### src/rtl/madgwick_wb_fifo.sv
// Wishbone wrapper for the Madgwick filter core: buffers samples and results, sequences the core.
// Ack one cycle after strobe; sample to result 3 cycles + core latency; full input FIFO drops pushes.

module madgwick_fifo #(
  parameter int W     = 8,
  parameter int DEPTH = 4
) (
  input  logic                     clk,
  input  logic                     rst_n,
  input  logic                     i_flush,
  input  logic                     i_push,
  input  logic [W-1:0]             i_push_dat,
  input  logic                     i_pop,
  output logic [W-1:0]             o_head_dat,
  output logic [$clog2(DEPTH):0]   o_count,
  output logic                     o_full,
  output logic                     o_empty
);
  localparam int AW = $clog2(DEPTH);
  localparam int CW = AW + 1;

  logic [W-1:0]  r_mem [DEPTH];
  logic [AW-1:0] r_wr_ptr;
  logic [AW-1:0] r_rd_ptr;
  logic [CW-1:0] r_count;
  logic          w_push;
  logic          w_pop;

  assign o_full     = (r_count == CW'(DEPTH));
  assign o_empty    = (r_count == '0);
  assign o_count    = r_count;
  assign o_head_dat = r_mem[r_rd_ptr];
  assign w_push     = i_push & ~o_full & ~i_flush;
  assign w_pop      = i_pop & ~o_empty & ~i_flush;

  always_ff @(posedge clk) begin
    if (w_push) r_mem[r_wr_ptr] <= i_push_dat;
  end

  always_ff @(posedge clk or negedge rst_n) begin
    if (!rst_n) begin
      r_wr_ptr <= '0;
      r_rd_ptr <= '0;
      r_count  <= '0;
    end else if (i_flush) begin
      r_wr_ptr <= '0;
      r_rd_ptr <= '0;
      r_count  <= '0;
    end else begin
      if (w_push) r_wr_ptr <= r_wr_ptr + AW'(1);
      if (w_pop)  r_rd_ptr <= r_rd_ptr + AW'(1);
      if (w_push && !w_pop)      r_count <= r_count + CW'(1);
      else if (!w_push && w_pop) r_count <= r_count - CW'(1);
    end
  end
endmodule

module madgwick_wb_fifo #(
  parameter int SAMPLE_W  = 16,
  parameter int Q_W       = 32,
  parameter int IN_DEPTH  = 4,
  parameter int OUT_DEPTH = 4
) (
  input  logic                clk,
  input  logic                rst_n,
  input  logic [5:0]          adr_i,
  input  logic [31:0]         dat_i,
  output logic [31:0]         dat_o,
  input  logic                we_i,
  input  logic                stb_i,
  input  logic                cyc_i,
  output logic                ack_o,
  output logic                inta_o,
  output logic                core_rst_n_o,
  output logic                core_valid_o,
  input  logic                core_ready_i,
  output logic [SAMPLE_W-1:0] core_a_x_o,
  output logic [SAMPLE_W-1:0] core_a_y_o,
  output logic [SAMPLE_W-1:0] core_a_z_o,
  output logic [SAMPLE_W-1:0] core_w_x_o,
  output logic [SAMPLE_W-1:0] core_w_y_o,
  output logic [SAMPLE_W-1:0] core_w_z_o,
  input  logic                core_valid_i,
  output logic                core_ready_o,
  input  logic [Q_W-1:0]      core_q_w_i,
  input  logic [Q_W-1:0]      core_q_x_i,
  input  logic [Q_W-1:0]      core_q_y_i,
  input  logic [Q_W-1:0]      core_q_z_i
);
  localparam int ICW = $clog2(IN_DEPTH) + 1;
  localparam int OCW = $clog2(OUT_DEPTH) + 1;

  typedef struct packed {
    logic [SAMPLE_W-1:0] a_x, a_y, a_z, w_x, w_y, w_z;
  } sample_t;

  typedef struct packed {
    logic [Q_W-1:0] q_w, q_x, q_y, q_z;
  } quat_t;

  typedef enum logic [1:0] {ST_IDLE, ST_ISSUE, ST_WAIT} state_t;

  state_t        r_state, w_state_nxt;
  logic          r_ack;
  logic [31:0]   r_dat_o;
  logic          r_enable, r_auto, r_int_en, r_start_pend;
  logic [2:0]    r_irq;
  logic          r_ovf, r_unf, r_inta;
  logic [7:0]    r_thresh;
  sample_t       r_stg, r_core_smp;

  logic          w_acc, w_wr, w_rd, w_ctrl_wr, w_flush, w_abort;
  logic          w_in_push, w_in_pop, w_out_push, w_out_pop, w_launch;
  logic          w_in_full, w_in_empty, w_out_full, w_out_empty;
  logic [ICW-1:0] w_in_cnt;
  logic [OCW-1:0] w_out_cnt, w_out_cnt_nxt;
  sample_t       w_push_smp, w_in_head;
  quat_t         w_core_q, w_out_head;
  logic [31:0]   w_rd_dat;
  logic [2:0]    w_irq_set, w_irq_w1c, w_irq_nxt;
  logic          w_thr_hit;
  logic          w_unused;

  assign w_unused  = &{1'b0, dat_i};
  assign w_acc     = cyc_i & stb_i & ~r_ack;
  assign w_wr      = w_acc & we_i;
  assign w_rd      = w_acc & ~we_i;
  assign w_ctrl_wr = w_wr & (adr_i == 6'h00);
  assign w_flush   = w_ctrl_wr & dat_i[4];
  // A write that clears enable or flushes aborts in the same cycle, so no handshake completes then.
  assign w_abort   = ~r_enable | (w_ctrl_wr & (~dat_i[0] | dat_i[4]));
  assign w_in_push = w_wr & (adr_i == 6'h24);
  assign w_out_pop = w_rd & (adr_i == 6'h34);
  assign w_core_q  = {core_q_w_i, core_q_x_i, core_q_y_i, core_q_z_i};

  always_comb begin
    w_push_smp     = r_stg;
    w_push_smp.w_z = dat_i[SAMPLE_W-1:0];
  end

  madgwick_fifo #(.W($bits(sample_t)), .DEPTH(IN_DEPTH)) u_in_fifo (
    .clk(clk), .rst_n(rst_n), .i_flush(w_flush), .i_push(w_in_push), .i_push_dat(w_push_smp),
    .i_pop(w_in_pop), .o_head_dat(w_in_head), .o_count(w_in_cnt), .o_full(w_in_full),
    .o_empty(w_in_empty)
  );

  madgwick_fifo #(.W($bits(quat_t)), .DEPTH(OUT_DEPTH)) u_out_fifo (
    .clk(clk), .rst_n(rst_n), .i_flush(w_flush), .i_push(w_out_push), .i_push_dat(w_core_q),
    .i_pop(w_out_pop), .o_head_dat(w_out_head), .o_count(w_out_cnt), .o_full(w_out_full),
    .o_empty(w_out_empty)
  );

  always_comb begin
    w_state_nxt = r_state;
    w_launch    = 1'b0;
    w_in_pop    = 1'b0;
    w_out_push  = 1'b0;
    if (w_abort) begin
      w_state_nxt = ST_IDLE;
    end else begin
      case (r_state)
        ST_IDLE: begin
          if (!w_in_empty && !w_out_full && (r_auto || r_start_pend)) begin
            w_launch    = 1'b1;
            w_state_nxt = ST_ISSUE;
          end
        end
        ST_ISSUE: begin
          if (core_ready_i) begin
            w_in_pop    = 1'b1;
            w_state_nxt = ST_WAIT;
          end
        end
        ST_WAIT: begin
          if (core_valid_i) begin
            w_out_push  = 1'b1;
            w_state_nxt = ST_IDLE;
          end
        end
        default: w_state_nxt = ST_IDLE;
      endcase
    end
  end

  always_comb begin
    w_out_cnt_nxt = w_out_cnt;
    if (w_flush)
      w_out_cnt_nxt = '0;
    else if ((w_out_push && !w_out_full) && !(w_out_pop && !w_out_empty))
      w_out_cnt_nxt = w_out_cnt + OCW'(1);
    else if (!(w_out_push && !w_out_full) && (w_out_pop && !w_out_empty))
      w_out_cnt_nxt = w_out_cnt - OCW'(1);
  end

  // Threshold fires only on the crossing, aligned with the count update.
  assign w_thr_hit = (r_thresh != 8'd0) && (8'(w_out_cnt_nxt) >= r_thresh) &&
                     (8'(w_out_cnt) < r_thresh);
  assign w_irq_set = {w_thr_hit, w_in_push & w_in_full, w_out_push};
  assign w_irq_w1c = (w_wr && adr_i == 6'h08) ? dat_i[2:0] : 3'b000;
  assign w_irq_nxt = (r_irq & ~w_irq_w1c) | w_irq_set;

  always_comb begin
    w_rd_dat = '0;
    case (adr_i)
      6'h00: w_rd_dat = {29'd0, r_int_en, r_auto, r_enable};
      6'h04: w_rd_dat = {13'd0, r_unf, r_ovf, (r_state != ST_IDLE), 8'(w_out_cnt), 8'(w_in_cnt)};
      6'h08: w_rd_dat = {29'd0, r_irq};
      6'h0C: w_rd_dat = {24'd0, r_thresh};
      6'h10: w_rd_dat = 32'(r_stg.a_x);
      6'h14: w_rd_dat = 32'(r_stg.a_y);
      6'h18: w_rd_dat = 32'(r_stg.a_z);
      6'h1C: w_rd_dat = 32'(r_stg.w_x);
      6'h20: w_rd_dat = 32'(r_stg.w_y);
      6'h24: w_rd_dat = 32'(r_stg.w_z);
      6'h28: w_rd_dat = w_out_empty ? 32'd0 : 32'(w_out_head.q_w);
      6'h2C: w_rd_dat = w_out_empty ? 32'd0 : 32'(w_out_head.q_x);
      6'h30: w_rd_dat = w_out_empty ? 32'd0 : 32'(w_out_head.q_y);
      6'h34: w_rd_dat = w_out_empty ? 32'd0 : 32'(w_out_head.q_z);
      default: w_rd_dat = '0;
    endcase
  end

  always_ff @(posedge clk or negedge rst_n) begin
    if (!rst_n) r_state <= ST_IDLE;
    else        r_state <= w_state_nxt;
  end

  always_ff @(posedge clk or negedge rst_n) begin
    if (!rst_n) begin
      r_ack        <= 1'b0;
      r_dat_o      <= '0;
      r_enable     <= 1'b0;
      r_auto       <= 1'b0;
      r_int_en     <= 1'b0;
      r_start_pend <= 1'b0;
      r_irq        <= '0;
      r_ovf        <= 1'b0;
      r_unf        <= 1'b0;
      r_inta       <= 1'b0;
      r_thresh     <= '0;
      r_stg        <= '0;
      r_core_smp   <= '0;
    end else begin
      r_ack   <= w_acc;
      r_dat_o <= w_rd ? w_rd_dat : 32'd0;
      if (w_ctrl_wr) begin
        r_enable <= dat_i[0];
        r_auto   <= dat_i[1];
        r_int_en <= dat_i[2];
      end
      if (w_ctrl_wr && dat_i[3])
        r_start_pend <= 1'b1;
      else if (w_launch || !r_enable || (r_state == ST_IDLE && w_in_empty))
        r_start_pend <= 1'b0;
      if (w_wr) begin
        case (adr_i)
          6'h0C: r_thresh  <= dat_i[7:0];
          6'h10: r_stg.a_x <= dat_i[SAMPLE_W-1:0];
          6'h14: r_stg.a_y <= dat_i[SAMPLE_W-1:0];
          6'h18: r_stg.a_z <= dat_i[SAMPLE_W-1:0];
          6'h1C: r_stg.w_x <= dat_i[SAMPLE_W-1:0];
          6'h20: r_stg.w_y <= dat_i[SAMPLE_W-1:0];
          6'h24: r_stg.w_z <= dat_i[SAMPLE_W-1:0];
          default: ;
        endcase
      end
      if (w_launch) r_core_smp <= w_in_head;
      r_irq  <= w_irq_nxt;
      r_inta <= (w_ctrl_wr ? dat_i[2] : r_int_en) & (|w_irq_nxt);
      if (w_in_push && w_in_full)          r_ovf <= 1'b1;
      else if (w_flush || w_irq_w1c[1])    r_ovf <= 1'b0;
      if (w_out_pop && w_out_empty)        r_unf <= 1'b1;
      else if (w_flush)                    r_unf <= 1'b0;
    end
  end

  assign ack_o        = r_ack;
  assign dat_o        = r_dat_o;
  assign inta_o       = r_inta;
  assign core_rst_n_o = r_enable;
  assign core_valid_o = (r_state == ST_ISSUE);
  assign core_ready_o = (r_state == ST_WAIT);
  assign core_a_x_o   = r_core_smp.a_x;
  assign core_a_y_o   = r_core_smp.a_y;
  assign core_a_z_o   = r_core_smp.a_z;
  assign core_w_x_o   = r_core_smp.w_x;
  assign core_w_y_o   = r_core_smp.w_y;
  assign core_w_z_o   = r_core_smp.w_z;
endmodule

### config.mk
export PLATFORM = sky130hd
export DESIGN_NAME = madgwick_wb_fifo
export DESIGN_NICKNAME = d
export VERILOG_FILES = /design/src/rtl/madgwick_wb_fifo.sv
export SDC_FILE = /design/constraint.sdc
export NUM_CORES = 1
export LEC_CHECK = 0
export ABC_AREA = 1
export ABC_CLOCK_PERIOD_IN_PS = 18900
export CAP_MARGIN = 20
export CORE_MARGIN = 5
export CORE_UTILIZATION = 40
export DETAILED_ROUTE_END_ITERATION = 7
export PLACE_DENSITY = 0.59
export SLEW_MARGIN = 20
export SYNTH_ARGS = -nofsm -noshare
export SYNTH_HDL_FRONTEND = slang
export SYNTH_SLANG_ARGS = --single-unit
### constraint.sdc
create_clock -name clk -period 18.9 [get_ports clk]
set_input_delay 5.67 -clock clk [delete_from_list [all_inputs] [get_ports clk]]
set_output_delay 5.67 -clock clk [all_outputs]
set_load 0.1 [all_outputs]
==> out/metrics.yaml, run 1 <==
timing:
  setup_slack_ns: 9.203
  fin_hold_ws_ns: 0.4679
  slew_viol_final: 0
  tns_ns: 0
  worst_slew_margin_rel: 0.2126
  rsz0062_at_grt: "false"
  tightest_slew_ns: 1.177
  fin_crit_sh: 0.5130
  final_hold_viol_count: 0
  finalCriticalPeriod_ns: 9.697
  max_freq_ghz: 0.1031
  finClkSkew_ns: 0.02019
  setup_viol: 0
place:
  dp_slack_ns: 8.332
  placed_area_um2: 49260
  portBuffers: 289
  place.gp.congestion: 0.8306
  dpl.hpwl_mm: 70.93
power_and_ir_drop:
  total_leakage_power_nw: 19.54
  pwr_density_cell_nw_per_um2: 98.77
  ir_drop_uv: 86.96
clock_tree:
  cts.clk_slew.worst_paths_ns: 0.06
  cts_root_buf: "clkbuf_16"
  cts_buffer_depth: 3
  h-tree-depth: 3
  cts_sinks: 1155
  worstSkewPairLatency_ns: 0.70
  cts_tree: "yes"
  postCtsSetupBuffers: 0
  postCtsHoldBufs: 0
  cts_resized: 0
  cts_made_buffers: 119
synth:
  yosys.area.top_type: "edfxtp_1"
  yosys.area_share.adder: 0.005171
  synthesis.area_um2: 45000
  postSynthCellCount: 3702
  ys_warn_count: 0
  synth_top_family_by_area: "simple AND/OR/NAND/NOR gates"
  synthTopCellsByArea: "edfxtp_1 60%, dfrtp_1 14%, nor2_1 5.7%"
  synth-simple-area-share: 0.1337
  ys_seq_area_frac: 0.7419
  synth_fp_nets: 3893
  synthMuxAreaShare: 0
  synth_xor_area_frac: 0.0009731
  avgSynthCellArea_um2: 12.16
  netlist.area_leader.share: 0.5978
  synth_cell_types: 37
  synth-compound-area-share: 0.09219
  ys_seq_elements: 1155
finish:
  drive_above_1_share: 0.06485
  syn_to_final_growth_pct: 18.29
  final_nets: 4126
  design_area_um2: 53230
  nFillCells: 9968
floorplan:
  start_util: 0.4011
  rows: 123
  dieWidth_um: 345.4
  die_h_um: 345.4
  fp.dieArea_um2: 119300
  core_area_um2: 112200
  io_pins: 306
route:
  drt-vias-per-instance: 5.168
  drtAntennaViolNets: 0
  post_drt_wl_per_cell_um: 21.21
  drt_iter0_markers: 2403
  drt-total-wl_mm: 117.8
  dr.pass1.iters: 5
  num_vias: 28700
  drc_errors: 0
worst_setup_path:
  ff2ff_setup_slack_ns: 14.44
  crit_arrival_ns: 10.01
  cp-end-kind: "flip-flop"
  reg2regPathDepth: 7
  rr_startpoint: "u_out_fifo.o_count[0]"
  cp-start-kind: "primary input"
  path_class: "in -> reg"
  cp.required_ns: 19.21
  r2r-end: "u_out_fifo.r_mem[3][66]"
  worstPathMaxFanout: 63
hold_path:
  min_to: "core_a_y_o[7]"
  worstHoldPathType: "reg -> reg"
  min_from: "core_a_y_o[7]"
  holdPathStages: 2
global_route:
  grt-ovfl-total: 0
  grt_pass1_vias: 27630
  grt_use_total: 0.1919
  grt_pass1_wl_mm: 176.0
  grt_max_degree: 195
  antenna_found_initial: 27
flow_run:
  maxCapViolations: 0
run_status:
  status: "completed"
-- per-layer routing --
| layer | vias to the layer above | global-route usage | wire, um |
|---|---|---|---|
| li1 | 13580 | - | - |
| met1 | 14130 | 0.2481 | 48970 |
| met2 | 750 | 0.3192 | 56920 |
| met3 | 203 | 0.05472 | 8439 |
| met4 | 26 | 0.05242 | 3287 |
| met5 | - | 0 | 172 |
-- cell usage after synthesis --
master      n
a21boi_0    1
a21oi_1    29
a22o_1      5
a32o_1      1
buf_1       6
buf_2      68
buf_4      10
clkbuf_1  129
clkinv_1    1
dfrtp_1   259
edfxtp_1  896
fa_1        1
ha_1       17
inv_1      58
inv_2       8
nand2_1   683
nand2_2     5
nand3_1    97
nand3_2     3
nand3_4     1
nand4_1    17
nor2_1    686
nor2_2      6
nor2_4     11
nor3_1      5
nor3_2      1
o211ai_1    4
o21a_1      1
o21ai_0   486
o21ai_1    16
o22ai_1    87
o31ai_1     1
o32ai_1    96
or2_1       1
or2_2       1
xnor2_1     3
xor2_1      2
-- power breakdown --
group / switching [mW] / internal (mW) / total (mW)
Clock: 0.947 / 1.38 / 2.33
Sequential: 0.0221 / 2.75 / 2.77
Combinational: 0.0993 / 0.0564 / 0.156
Total: 1.07 / 4.19 / 5.26
-- worst max-delay path, stage by stage --
cell             delay, ns
clkdlybuf4s50_1       0.56
inv_1                 0.44
nand2_1               0.12
nand3_2               0.12
nand4_1               0.52
nor2_4                0.81
buf_4                 0.88
buf_4                 0.75
-- layout make-up --
cell class	count	area [um^2]	share of cell area
Multi-Input combinational cell	2267	10520	0.1977
Clock inverter	55	593.1	0.01114
Clock buffer	171	3327	0.06250
Tap cell	1500	1877	0.03526
Antenna cell	13	32.53	0.0006111
Inverter	67	267.8	0.005030
Timing Repair Buffer	325	3211	0.06031
Sequential cell	1155	33400	0.6275
-- placed cells by master (no fill, tap or decap), types with 5 or more instances in the layout --
| cell type | netlist | final |
|---|---|---|
| edfxtp_1 | 896 | 896 |
| nand2_1 | 683 | 683 |
| nor2_1 | 686 | 676 |
| o21ai_0 | 486 | 486 |
| clkdlybuf4s50_1 | 0 | 284 |
| dfrtp_1 | 259 | 255 |
| clkbuf_16 | 0 | 122 |
| nand3_1 | 97 | 97 |
| o32ai_1 | 96 | 96 |
| o22ai_1 | 87 | 87 |
| inv_1 | 58 | 55 |
| clkbuf_1 | 129 | 40 |
| buf_4 | 10 | 34 |
| a21oi_1 | 29 | 29 |
| nor2_4 | 11 | 22 |
| clkinv_1 | 1 | 19 |
| nand4_1 | 17 | 17 |
| clkinv_2 | 0 | 17 |
| ha_1 | 17 | 17 |
| o21ai_1 | 16 | 16 |
| diode_2 | 0 | 13 |
| bufinv_16 | 0 | 12 |
| clkbuf_8 | 0 | 9 |
| inv_2 | 8 | 7 |
| nor3_1 | 5 | 5 |
| nand2_2 | 5 | 5 |
| nor2_2 | 6 | 5 |
| inv_6 | 0 | 5 |
| a22o_1 | 5 | 5 |
-- flip-flops by register name, indices dropped and copies added, names as in the netlist, 2 cells and up --
register,count
u_out_fifo.r_wr_ptr,2
r_stg,96
u_out_fifo.r_rd_ptr,2
core_a_x_o,16
core_a_z_o,16
dat_o,32
u_out_fifo.o_count,3
r_state,2
core_w_z_o,16
u_in_fifo.r_rd_ptr,2
u_in_fifo.r_wr_ptr,2
u_in_fifo.o_count,3
r_thresh,8
u_out_fifo.r_mem,512
u_in_fifo.r_mem,384
core_w_x_o,16
r_irq,3
core_a_y_o,16
core_w_y_o,16
-- through the flow --
stage / cells / power (mW) / util
finish: 5553 / 5.258 / 0.4745
detailed placement: 5313 / 2.982 / 0.4391
CTS: 5539 / 5.315 / 0.4740
global placement: 5313 / 2.979 / 0.4391
floorplan: 3702 / 2.884 / -
global route: 5540 / 5.433 / 0.4742
-- worst max path at each step --
stage / startpoint / endpoint / slack [ns] / depth (start not counted)
after floorplan: core_valid_i / u_out_fifo.r_mem[0][0] / 6.61 / 4
after global placement: dat_i[4] / u_out_fifo.r_mem[1][49] / 8.37 / 8
after detailed placement: dat_i[4] / u_out_fifo.r_mem[1][49] / 8.33 / 8
after CTS: dat_i[4] / u_out_fifo.r_mem[1][61] / 9.10 / 8
after global routing: dat_i[4] / u_out_fifo.r_mem[3][124] / 8.91 / 8
final: dat_i[4] / u_out_fifo.r_mem[3][66] / 9.20 / 8
-- cells by family after synthesis --
| family | after synthesis |
|---|---|
| AOI/OAI and AO/OA | 727 |
| xor gates and xnor gates | 5 |
| adders and majority gates | 18 |
| buffers and inverters | 280 |
| DFF | 1155 |
| and+or+nand+nor | 1517 |
Note: power is estimated with default switching activity, not from simulation.
==> inputs of run 2 (changes only) <==
- ABC_CLOCK_PERIOD_IN_PS: 18900 -> 8400
- PLACE_DENSITY: 0.59 -> 0.61
- clock period: 18.9 -> 8.4 ns (I/O delays scaled with it)
==> run 2 against run 1 <==
  * Sequential share of layout area shrank 0.059 points
  * Routed wire length decreased by 0.66%
  * Non-clock buffer count grew 8
  * Sequential power grew 130%
  * Register-to-register slack worse by 10 ns
  * Cell count barely moved
  * Combinational power grew 120%
  * Highest routed layer unchanged
==> out/metrics.yaml, run 2 (synthesis results as in run 1) <==
place:
  dp.cells: 5322
  portBuffers: 289
  place.gp.congestion: 0.8765
  dpl.hpwl_mm: 71.81
worst_setup_path:
  reg2regPathDepth: 8
  rr_startpoint: "u_out_fifo.r_rd_ptr[0]"
  startpoint: "dat_i[4]"
  r2r-end: "dat_o[20]"
  cp-start-kind: "primary input"
  path_class: "in -> reg"
  cp-end-kind: "flip-flop"
  ff2ff_setup_slack_ns: 4.36
  crit_arrival_ns: 6.37
  worstPathMaxFanout: 52
  cp.required_ns: 8.98
power_and_ir_drop:
  pwr_density_cell_nw_per_um2: 220.5
  total_power_mw: 11.75
  ir_drop_uv: 191.1
  total_leakage_power_nw: 19.57
floorplan:
  dieWidth_um: 345.4
  die_h_um: 345.4
  core_area_um2: 112200
  io_pins: 306
  rows: 123
  start_util: 0.4011
  fp.dieArea_um2: 119300
clock_tree:
  postCtsHoldBufs: 0
  cts_sinks: 1155
  worstSkewPairLatency_ns: 0.70
  cts.clk_slew.worst_paths_ns: 0.06
  cts_tree: "yes"
  postCtsSetupBuffers: 0
  cts_buffer_depth: 3
  cts_made_buffers: 117
  cts_resized: 0
  cts_root_buf: "clkbuf_16"
  h-tree-depth: 3
finish:
  largest_reg_flops: 512
  syn_to_final_growth_pct: 18.40
  final_cell_mix: "896 x edfxtp_1, 683 x nand2_1, 676 x nor2_1, 486 x o21ai_0, 284 x clkdlybuf4s50_1"
  regMostFlops: "u_out_fifo.r_mem"
  final_nets: 4132
  final_common_cell: "edfxtp_1"
  reg.largest.list: "u_out_fifo.r_mem: 512 flops, u_in_fifo.r_mem: 384 flops, r_stg: 96 flops"
  instances_no_fill: 5555
  drive_above_1_share: 0.06828
route:
  drc_errors: 0
  highest_layer: "met5"
  wl_met3_mm: 8.061
  num_vias: 28920
  dr.pass1.iters: 5
  post_drt_wl_per_cell_um: 21.06
  drtAntennaViolNets: 0
  m1WireLength_mm: 49.31
  route.met2.wl_mm: 56.66
  drt-total-wl_mm: 117.0
  drt-vias-per-instance: 5.205
  drt_iter0_markers: 2561
flow_run:
  maxCapViolations: 0
timing:
  fin_crit_sh: 0.6902
  max_freq_ghz: 0.1725
  slew_viol_final: 0
  finalCriticalPeriod_ns: 5.797
  finClkSkew_ns: 0.02821
  tightest_slew_ns: 1.132
  final_hold_viol_count: 0
  setup_viol: 0
  rsz0062_at_grt: "false"
  worst_slew_margin_rel: 0.2427
hold_path:
  holdPathStages: 2
  min_to: "core_a_x_o[4]"
  min_from: "core_a_x_o[4]"
  worstHoldPathType: "reg -> reg"
global_route:
  grt_pass1_vias: 27560
  grt_pass1_wl_mm: 175.2
  antenna_found_initial: 19
  grt_use_total: 0.1905
  grt_max_degree: 129
  grt-ovfl-total: 0
run_status:
  status: "completed"
-- run 2: metal layers --
metal,up-vias,track usage
met4,12,0.04865
li1,13600,-
met2,785,0.3161
met1,14340,0.2528
met3,176,0.04746
met5,-,0
-- run 2: report_power, final --
group | switching, mW | total, mW | internal (mW)
combinational | 0.221 | 0.348 | 0.127
sequential | 0.0520 | 6.24 | 6.19
clock | 2.16 | 5.16 | 3.00
total | 2.43 | 11.7 | 9.31
-- run 2: area by class of cell --
cell class,count,area [um^2]
Antenna cell,13,32.53
Clock buffer,162,3306
Clock inverter,58,558.0
Fill cell,9884,58910
Inverter,67,264.0
Multi-Input combinational cell,2267,10520
Sequential cell,1155,33400
Tap cell,1500,1877
Timing Repair Buffer,333,3321
-- run 2: worst max-delay path, cell delays in order --
cell and delay, ns:
clkdlybuf4s50_1 0.58, inv_1 0.41, nand2_1 0.12, nand3_2 0.12
nand3_2 0.09, nor2_4 0.75, clkinv_2 0.93, buf_4 0.57
nand2_1 0.13, nand2_1 0.06
-- run 2: worst max path at each step --
stage | to | slack, ns | cells past startpoint
after floorplan | u_out_fifo.r_mem[0][0] | -0.74 | 4
after global placement | core_w_x_o[4] | 1.86 | 10
after detailed placement | core_w_y_o[10] | 1.75 | 10
after CTS | core_w_y_o[10] | 2.50 | 10
after global routing | core_w_y_o[10] | 2.31 | 10
final | core_w_y_o[10] | 2.60 | 10
-- run 2: metrics by stage --
stage / cell area (um^2) / hold WS, ns / util / setup WS (ns) / TNS [ns]
after global routing: 53250 / 0.4861 / 0.4747 / 2.311 / 0
after CTS: 53270 / 0.4719 / 0.4748 / 2.503 / 0
after floorplan: 45000 / 0.4534 / - / -0.7417 / -379.75
final: 53280 / 0.4648 / 0.4749 / 2.603 / 0
after detailed placement: 49410 / 0.4580 / 0.4404 / 1.755 / 0
after global placement: 49410 / 0.4577 / 0.4404 / 1.864 / 0
==> inputs of run 3 (changes only) <==
- ABC_CLOCK_PERIOD_IN_PS: 8400 -> 4800
- clock period: 8.4 -> 4.8 ns (I/O delays scaled with it)
==> run 3 against run 2 <==
  * Clock-buffer cell count is 1 higher
  * First-iteration DRC count is 5.4% lower
  * Routed wire length is 0.80% higher
  * Total power is 79% higher
  * Sequential share of layout area is 0.88 points lower
  * Worst setup slack worse by 1.9 ns
  * Sequential cell count stayed put
  * Utilization is 0.68 points higher
  * Highest routed layer unchanged
==> out/metrics.yaml, run 3 (synthesis results as in run 1) <==
run_status:
  status: "completed"
timing:
  fin_crit_sh: 0.8538
  finClkSkew_ns: 0.02969
  worst_slew_margin_rel: 0.2189
  slew_viol_final: 0
  tightest_slew_ns: 1.168
  tns_ns: 0
  max_freq_ghz: 0.2440
  finalCriticalPeriod_ns: 4.098
  rsz0062_at_grt: "false"
  setup_viol: 0
  final_hold_viol_count: 0
power_and_ir_drop:
  pwr-share-seq: 0.519
  swShare: 0.2023
  internal-power_mw: 16.77
  pwr_density_cell_nw_per_um2: 389.0
  ir_drop_uv: 347.3
  total_power_mw: 21.03
  combPwrFrac: 0.030
  total_leakage_power_nw: 19.93
  p_clk_frac: 0.450
  switchingPower_mw: 4.253
clock_tree:
  cts_tree: "yes"
  cts_made_buffers: 118
  worstSkewPairLatency_ns: 0.70
  postCtsHoldBufs: 0
  h-tree-depth: 3
  postCtsSetupBuffers: 0
  cts.clk_slew.worst_paths_ns: 0.06
  cts_root_buf: "clkbuf_16"
  cts_resized: 0
  cts_sinks: 1155
  cts_buffer_depth: 3
route:
  drt-total-wl_mm: 117.9
  drt_iter0_markers: 2422
  drtAntennaViolNets: 0
  post_drt_wl_per_cell_um: 21.06
  drt-vias-per-instance: 5.224
  drc_errors: 0
  dr.pass1.iters: 5
  num_vias: 29260
place:
  dpl.hpwl_mm: 73.70
  dp.cells: 5362
  portBuffers: 289
  place.gp.congestion: 0.8781
  placed_area_um2: 49960
worst_setup_path:
  startpoint: "r_state[0]"
  reg2regPathDepth: 17
  cp_slowest_cell: "clkdlybuf4s50_1"
  cpPeakStageDelay_ns: 1.21
  rr_startpoint: "ack_o"
  crit_arrival_ns: 2.66
  ff2ff_setup_slack_ns: 1.88
  critPathTopFamily: "buffers and inverters"
  cp-end-kind: "output port"
  path_cells: "nor2_1 -> clkdlybuf4s50_1"
  cp.required_ns: 3.36
  path_class: "reg -> out"
  crit_cells: 2
  worstPathMaxFanout: 4
  crit_end: "core_ready_o"
  r2r-end: "inta_o"
  crit_buf_inv: 1
  cp-start-kind: "flip-flop"
finish:
  final_nets: 4173
  largest_reg_flops: 512
  drive_above_1_share: 0.07928
  instances_no_fill: 5601
  design_area_um2: 54040
  finish.utilization: 0.4817
  syn_to_final_growth_pct: 20.08
  reg.largest.list: "u_out_fifo.r_mem: 512 flops, u_in_fifo.r_mem: 384 flops, r_stg: 96 flops"
  final_common_cell: "edfxtp_1"
  regMostFlops: "u_out_fifo.r_mem"
  nFillCells: 9874
  final_cell_mix: "896 x edfxtp_1, 683 x nand2_1, 676 x nor2_1, 486 x o21ai_0, 283 x clkdlybuf4s50_1"
floorplan:
  fp.dieArea_um2: 119300
  io_pins: 306
  start_util: 0.4011
  rows: 123
  die_h_um: 345.4
  dieWidth_um: 345.4
  core_area_um2: 112200
global_route:
  grt_use_total: 0.1922
  antenna_found_initial: 26
  grt-ovfl-total: 0
  grt_pass1_vias: 28270
  grt_pass1_wl_mm: 177.4
  grt_max_degree: 194
hold_path:
  worstHoldPathType: "reg -> reg"
flow_run:
  maxCapViolations: 0
run 3: cell types whose count changed in the layout (fill, tap and decap cells not counted), moves of 5 or more:
cell / change
bufinv_16: +9
buf_4: +22
clkinv_1: -5
buf_12: +20
run 3: area by class of cell:
type	instances	area (um^2)	share of cell area
repair buffers	373	3871	0.07163
diodes	14	35.03	0.0006483
clock buffers	163	3296	0.06098
well taps	1500	1877	0.03473
multi-input cells	2267	10520	0.1947
flip-flops and latches	1155	33400	0.6181
inverters	67	267.8	0.004955
clock inverters	62	770.7	0.01426
run 3: how the worst min path moves through the flow:
stage	startpoint	endpoint	slack, ns	cells past startpoint
CTS	core_w_z_o[9]	core_w_z_o[9]	0.47	2
global route	core_a_z_o[12]	core_a_z_o[12]	0.49	2
finish	core_w_z_o[9]	core_w_z_o[9]	0.47	2
global placement	core_a_z_o[0]	core_a_z_o[0]	0.45	2
floorplan	r_stg[0]	r_stg[0]	0.45	2
detailed placement	core_a_x_o[11]	core_a_x_o[11]	0.46	2
run 3: worst register-to-register path: stages, from the launching register on:
cell and delay, ns:
dfrtp_1 0.37, inv_1 0.06, nand3_2 0.19, nor2_4 0.33, nand2_1 0.20, nand2_1 0.13, nand2_1 0.15, nand4_1 0.16
nand2_2 0.09, nand2_1 0.06, nand3_1 0.07, ha_1 0.28, o21ai_0 0.16, nand2_1 0.07, a21oi_1 0.14, nor2_1 0.07
nor2_1 0.16, a21oi_1 0.10
run 3: power by group through the flow:
stage | clock network (mW) | logic [mW] | registers (mW)
final | 9.47 | 0.639 | 10.9
after global routing | 10.1 | 0.703 | 10.9
after CTS | 9.64 | 0.647 | 10.9
after detailed placement | 0 | 0.644 | 11.1
after global placement | 0 | 0.635 | 11.1
after floorplan | 0 | 0.239 | 11.1
run 3: routing by layer:
metal  wire (um)  global-route usage
met5         137                   0
met4        3326             0.06047
met3        8306             0.04365
met2       57180              0.3188
met1       48990              0.2535
run 3: metrics by stage:
step	hold WS, ns	setup slack [ns]
global route	0.4879	0.6098
floorplan	0.4534	-1.162
detailed placement	0.4579	0.3018
finish	0.4652	0.7019
CTS	0.4727	0.6800
global placement	0.4550	0.3521
